### config.mk
export PLATFORM = sky130hd
export DESIGN_NAME = out_addr_gen
export DESIGN_NICKNAME = d
export VERILOG_FILES = /design/src/rtl/out_addr_gen.sv
export SDC_FILE = /design/constraint.sdc
export NUM_CORES = 1
export LEC_CHECK = 0
export BUFFER_PORTS_ARGS = -buffer_cell sky130_fd_sc_hd__buf_2
export CORE_ASPECT_RATIO = 1.2
export CORE_UTILIZATION = 59
export CTS_BUF_LIST = sky130_fd_sc_hd__clkbuf_2
export DETAILED_ROUTE_END_ITERATION = 10
export PLACE_DENSITY_LB_ADDON = 0.3
export SYNTH_ARGS = -nofsm -noshare
export SYNTH_HDL_FRONTEND = slang
export SYNTH_SLANG_ARGS = --single-unit
### constraint.sdc
create_clock -name clk -period 5.09 [get_ports clk]
set_input_delay 0.509 -clock clk [delete_from_list [all_inputs] [get_ports clk]]
set_output_delay 0.509 -clock clk [all_outputs]
set_load 0.005 [all_outputs]
### src/rtl/out_addr_gen.sv
// Output address generator: streams od+1 channel beats per kernel result and tracks frame position.
// Optional build macro OUT_ADDR_GEN_BACKPRESSURE_EN makes the generator honour out_ready stalls.
module out_addr_gen #(
  parameter int CW = 4,
  parameter int SW = 10,
  parameter int AW = 12
) (
  input  logic          clk,
  input  logic          rst,
  input  logic          s_init,
  input  logic          k_fin,
  input  logic [CW-1:0] od,
  input  logic [SW-1:0] os,
  input  logic [AW-1:0] base_a,
  input  logic          out_ready,
  output logic          outr,
  output logic [CW-1:0] ra,
  output logic [AW-1:0] oa,
  output logic          out_busy,
  output logic          frame_done,
  output logic          err
);

  typedef enum logic [1:0] {
    S_IDLE = 2'd0,
    S_ARM0 = 2'd1,
    S_ARM1 = 2'd2,
    S_RUN  = 2'd3
  } state_t;

  state_t        r_state;
  state_t        w_state_nxt;
  logic [CW-1:0] r_ct;
  logic [SW-1:0] r_wi;
  logic          r_frame_done;
  logic          r_err;

  logic          w_ready;
  logic          w_run;
  logic          w_busy;
  logic          w_xfer;
  logic          w_last_ch;
  logic          w_last_xfer;
  logic          w_wi_wrap;
  logic [AW-1:0] w_prod;

`ifdef OUT_ADDR_GEN_BACKPRESSURE_EN
  assign w_ready = out_ready;
`else
  // Without backpressure every RUN cycle is a transfer.
  logic w_unused_ready;
  assign w_unused_ready = out_ready;
  assign w_ready        = 1'b1;
`endif

  assign w_xfer      = w_run & w_ready;
  assign w_last_ch   = (r_ct == od);
  assign w_last_xfer = w_xfer & w_last_ch;
  assign w_wi_wrap   = (r_wi == (os - SW'(1)));

  // NOTE: sequential state uses non-blocking assignments so every register samples pre-edge values.
  always_ff @(posedge clk or posedge rst) begin
    if (rst) r_state <= S_IDLE;
    else     r_state <= w_state_nxt;
  end

  // NOTE: the default assignment up front keeps this block free of inferred latches.
  always_comb begin
    w_state_nxt = r_state;
    unique case (r_state)
      S_IDLE:  if (k_fin) w_state_nxt = S_ARM0;
      S_ARM0:  w_state_nxt = S_ARM1;
      S_ARM1:  w_state_nxt = S_RUN;
      S_RUN:   if (w_last_xfer) w_state_nxt = S_IDLE;
      default: w_state_nxt = S_IDLE;
    endcase
  end

  always_comb begin
    w_run  = (r_state == S_RUN);
    w_busy = (r_state != S_IDLE);
  end

  always_ff @(posedge clk or posedge rst) begin
    if (rst) begin
      r_ct <= '0;
    end else if (r_state == S_ARM1) begin
      r_ct <= '0;
    end else if (w_xfer) begin
      r_ct <= w_last_ch ? '0 : r_ct + CW'(1);
    end
  end

  // s_init overrides the end-of-position advance, including the frame_done it would raise.
  always_ff @(posedge clk or posedge rst) begin
    if (rst) begin
      r_wi         <= '0;
      r_frame_done <= 1'b0;
    end else begin
      r_frame_done <= w_last_xfer & w_wi_wrap & ~s_init;
      if (s_init) begin
        r_wi <= '0;
      end else if (w_last_xfer) begin
        r_wi <= w_wi_wrap ? '0 : r_wi + SW'(1);
      end
    end
  end

  always_ff @(posedge clk or posedge rst) begin
    if (rst) begin
      r_err <= 1'b0;
    end else if (s_init) begin
      r_err <= 1'b0;
    end else if (k_fin && w_busy) begin
      r_err <= 1'b1;
    end
  end

  // Address arithmetic is carried at AW bits so it wraps modulo 2^AW.
  assign w_prod = AW'(r_ct) * AW'(os);
  assign oa     = w_prod + AW'(r_wi) + base_a;

  assign outr       = w_run;
  assign out_busy   = w_busy;
  assign ra         = r_ct;
  assign frame_done = r_frame_done;
  assign err        = r_err;

endmodule
### Word-level counts from Yosys, hierarchy flattened

Cells that the tools add are included.

* bits in registers: 18
* latch bits: 0
* bits in writable memories: 0
* bits in read-only memories: 0
* input bits: 31
* output and inout bits: 20
* logic and storage cells: 40
* memories: 0

* $add $sub $neg: 5
* $mul: 1
* divide/modulo/power cells: 0
* order comparisons: 0
* eq/ne operators: 7
* shifts and indexed selects: 0
* mux-type cells: 11
* bitwise logic cells: 4
* reduce and logical (&&, ||, !) cells: 7

Operator list (count)
* $mux 10: 3
* $add 12x10->12: 1
* $add 12x12->12: 1
* $mul 4x10->12: 1
* $mux 4: 3
* $add 10x1->10 const B: 1
* $eq 10x10->1: 1
* $sub 10x1->10 const B: 1
* $pmux 2 s4: 1
* $reduce_bool 2->1: 4
* $add 4x1->4 const B: 1
* $eq 2x2->1 const B: 2
* $eq 4x4->1: 1
* $mux 2: 2
* $and 1x1->1: 3
* $eq 2x1->1 const B: 1
* $logic_not 2->1: 1
* $mux 1: 2
* $ne 2x1->1 const B: 1
* $ne 2x2->1 const B: 1
* $reduce_and 2->1: 1
* $logic_and 1x1->1: 1
* $not 1->1: 1

### Depth between registers and ports, before layout

* depth in word-level cells: 5
* gate-level depth with buffers: 18
* depth with buffers taken out: 17

### Least setup slack after synthesis

Ideal clock, no wire load.

* path type: input to output
* from: in os[3]
* to: out oa[11]
* arrival: 3.897 ns
* required time: 4.581 ns
* slack: 0.684 ns
* cell stages on the path: 14
* buffers on the path: 1
* cells stage by stage: buf_4 > and2_1 > fa_1 > inv_1 > fa_1 > fa_1 > inv_1 > ha_1 > a21o_1 > a21oi_1 > o21ai_0 > o41ai_1 > o21ai_0 > xnor2_1

* word-level cells in the longest chain between the ends: 3

RTL lines
* from (decl): line 13 `input logic [SW-1:0] os,`
* $mul 4x10->12: line 120 `assign w_prod = AW'(r_ct) * AW'(os);`
* $add 12x10->12: line 121 `assign oa = w_prod + AW'(r_wi) + base_a;`
* $add 12x12->12: line 121
* to (decl): line 18 `output logic [AW-1:0] oa,`

No other way between the ends.

### Final worst setup path

* from: reg r_ct[0] (netlist: ra[0])
* to: out oa[10]

* word-level cells in the longest chain between the ends: 3

RTL lines
* from (decl): line 33 `logic [CW-1:0] r_ct;`
* from (signal assigned): line 90 `r_ct <= w_last_ch ? '0 : r_ct + CW'(1);`
* $mul 4x10->12: line 120
* $add 12x10->12: line 121
* $add 12x12->12: line 121

No other way between the ends.

==> impl_metrics.py <==
metrics = {
    "outcome": {
        "outcome": "completed",
    },
    "route": {
        "drt-initial-drc-count": 73,
        "vias_per_cell": 5.50,
        "first_pass_iters": 4,
        "via_count": 2420,
        "post-route-drc-count": 0,
        "wl_per_cell_um": 13.6,
        "wl_um": 5990,
        "ant_nets": 0,
    },
    "worst_setup_path": {
        "slowest_stage": "fa_1",
        "r2r_end": "r_wi[8]$_DFFE_PP0P_",
        "rrSetupSlack_ps": 2470,
        "r2r_start": "ra[1]$_DFFE_PP0P_",
        "critPathKind": "reg -> out",
        "cp_common_cell": "fa_1",
        "max_stage_delay_ps": 540,
        "worstPathCellList": "buf_4 -> and2_2 -> fa_1 -> fa_1 -> inv_1 -> fa_1 -> inv_1 -> ha_1 -> nor2b_1 -> o21ai_0 -> nand2b_1 -> a21o_1 -> a21oi_2 -> o21ai_0 -> xor2_1 -> buf_2",
        "end_kind": "output port",
        "startpoint": "ra[0]$_DFFE_PP0P_",
        "r2r_cells": 8,
        "cp.arrival_ps": 4310,
        "cp_data_required_time_ps": 4580,
        "start_kind": "flip-flop",
        "cp_max_fo": 15,
        "cp-endpoint": "oa[10]",
    },
    "logic_synthesis": {
        "synth_ff_type": "dfrtp_1",
        "syn_inst": 335,
        "async_reset_ff_share_pct": 100,
        "yosysTopAreaCell": "fa_1",
        "synth_top_cell_area_share_pct": 24.5,
        "syn_nets": 421,
        "synth_area_leaders": "fa_1, dfrtp_1, inv_1",
        "syn_avg_cell_area_sq_um": 8.77,
        "synth_edf_count": 0,
        "yosys_warnings": 0,
        "synth_area_sq_um": 2940,
        "synth_cell_type_count": 51,
        "synth_seq_cells": 18,
        "synth_seq_area_share_pct": 15.3,
    },
    "sta": {
        "fin_crit_sh_pct": 94.6,
        "slew_viol_final": 0,
        "tightest_slew_ps": 771,
        "rsz0062_at_grt": "false",
        "fmax_mhz": 208,
        "setup_violations": 0,
        "slew_headroom_pct": 48.3,
        "clock_skew_ps": 6.98,
        "final.setup.tns_ps": 0,
        "min_period_ps": 4820,
        "hold_viol": 0,
    },
    "global_routing": {
        "first_global_vias": 2437,
        "antenna_found_initial": 0,
        "grt_overflow_total": 0,
        "grt_max_degree": 19,
        "gr-usage-all-layers_pct": 25.4,
        "grt_first_pass_wirelength_um": 10200,
    },
    "clock_tree": {
        "worstSkewPairLatency_ps": 300,
        "numCtsBuffers": 3,
        "clkSinkCount": 18,
        "cts-root-buf": "clkbuf_2",
        "htreeDepth": 1,
        "clockBufferDepth": 2,
        "cts_tree": "yes",
        "cts_hold_buf": 0,
        "clk_pin_slew_ps": 170,
    },
    "placement": {
        "place.gp.congestion": 0.882,
        "dp_hpwl_um": 5010,
        "io_buffers": 49,
    },
    "floorplanning": {
        "fp.dieH_um": 79.3,
        "rows": 27,
        "die_area_sq_um": 5270,
        "start_util_pct": 62.6,
        "core_sq_um": 4700,
        "die_w_um": 66.4,
        "ioPinCount": 51,
    },
    "pwr": {
        "power.density_nw_per_um2": 305,
        "vdd_drop_max_uv": 245,
        "p_leak_nw": 1.69,
        "power.total_mw": 0.992,
    },
    "hold_path": {
        "hp-class": "in -> async",
    },
    "flow_run": {
        "maxCapViolCount": 0,
    },
    "finish": {
        "insertedDiodeCount": 0,
        "areaGrowthSynthToFinish_pct": 10.6,
        "drive_gt1_share_pct": 18.8,
        "nets": 469,
    },
}
-- registers in the layout, summed over array words and instances, names as in the netlist --
name and count:
frame_done 1, ra 4, r_wi 10, err 1, r_state 2
-- metrics by stage --
step / std cells / instance area [sq um] / utilization, % / setup slack [ps] / hold WS [ps]
global placement: 436 / 3220 / 68.5 / 316 / 474
global route: 440 / 3250 / 69.2 / 39.3 / 313
floorplan: 335 / 2940 / - / 684 / 448
finish: 440 / 3250 / 69.2 / 273 / 265
CTS: 440 / 3240 / 68.9 / 128 / 291
detailed placement: 436 / 3220 / 68.5 / 245 / 491
-- timing repair --
action | in CTS | in global routing
gates resized for setup | 0 | 2
setup endpoints to repair | 0 | 2
endpoints found under the hold margin | 0 | 0
buffers inserted | 0 | 0
-- layout by cell type (no fill, tap or decap), types with 3 or more instances in the layout --
cell type	instances
and2_2	4
a21o_1	5
nand2_1	22
xnor2_1	20
o21ai_0	13
a31oi_1	3
and2_1	25
nand2b_1	4
dfrtp_1	18
nor3_1	3
ha_1	19
xor2_1	10
a21oi_1	10
buf_2	49
inv_1	68
nor2_1	11
a32o_1	3
nand3_1	4
and3_1	6
buf_4	4
nand4_1	3
fa_1	36
nor4_1	4
a22o_1	3
clkbuf_2	3
nor2b_1	3
nor3b_1	3
-- per-layer routing --
| layer | part of all wire, % | track usage, % | up-vias | routed length [um] |
|---|---|---|---|---|
| li1 | - | - | 1166 | - |
| met1 | 40 | 29.6 | 1162 | 2420 |
| met2 | 53 | 46.2 | 79 | 3150 |
| met3 | 4.3 | 3.16 | 13 | 259 |
| met5 | 0 | 0 | - | 0 |
| met4 | 2.6 | 9.79 | 0 | 154 |
-- how the worst min path moves through the flow --
| stage | from | end | depth (start not counted) |
|---|---|---|---|
| finish | rst | frame_done$_DFF_PP0_ | 2 |
| global route | rst | frame_done$_DFF_PP0_ | 2 |
| CTS | rst | err$_DFFE_PP0P_ | 2 |
| detailed placement | err$_DFFE_PP0P_ | err$_DFFE_PP0P_ | 2 |
| global placement | err$_DFFE_PP0P_ | err$_DFFE_PP0P_ | 2 |
| floorplan | rst | err$_DFFE_PP0P_ | 1 |
-- worst max-delay path: cells and delay by family (launching register included) --
| family | cells | cell delay [ps] |
|---|---|---|
| buffers and inverters | 4 | 450 |
| and+or+nand+nor | 3 | 460 |
| DFF | 1 | 450 |
| xor gates and xnor gates | 1 | 150 |
| adders and majority gates | 4 | 1820 |
| AOI/OAI and AO/OA | 4 | 690 |
-- power by group --
part / leakage (nW) / internal [mW] / switching, mW
Clock: 0.0140 / 0.0171 / 0.0434
Combinational: 1.43 / 0.347 / 0.406
Sequential: 0.245 / 0.162 / 0.0167
Total: 1.69 / 0.526 / 0.466
-- final cells by class --
type,count,area (sq um)
multi-input cells,239,2180
fillers,372,1450
flip-flops and latches,18,450
repair buffers,53,275
inverters,68,255
well taps,58,72.6
clock buffers,3,15.0
clock inverters,1,3.75
-- cells in the mapped netlist, types with 2 or more instances --
cell type   n
clkbuf_1    5
nand2b_1    4
inv_1      68
fa_1       36
o211ai_1    2
ha_1       19
o21ai_1     2
nor2b_1     3
and2_1     25
a21oi_1    11
nand4_1     3
nor3_1      3
and3_1      6
and2_2      4
nor3b_1     3
a31oi_1     3
a32o_1      3
a22o_1      3
nor2_1     11
xor2_1     10
o21ai_0    13
buf_6       2
nor4_1      4
nand2_1    22
nand3_1     4
a21o_1      5
xnor2_1    20
dfrtp_1    18
-- logic make-up (layout without fill, tap and decap cells) --
group / after synthesis / in the layout / synth area share, %
compound gates: 52 / 52 / 11.7
xor+xnor: 30 / 30 / 8.94
simple gates: 102 / 102 / 20.4
fa+ha+maj: 55 / 55 / 32.6
flops: 18 / 18 / 15.3
buf+inv: 78 / 125 / 11.0
Note: power is estimated with default switching activity, not from simulation.
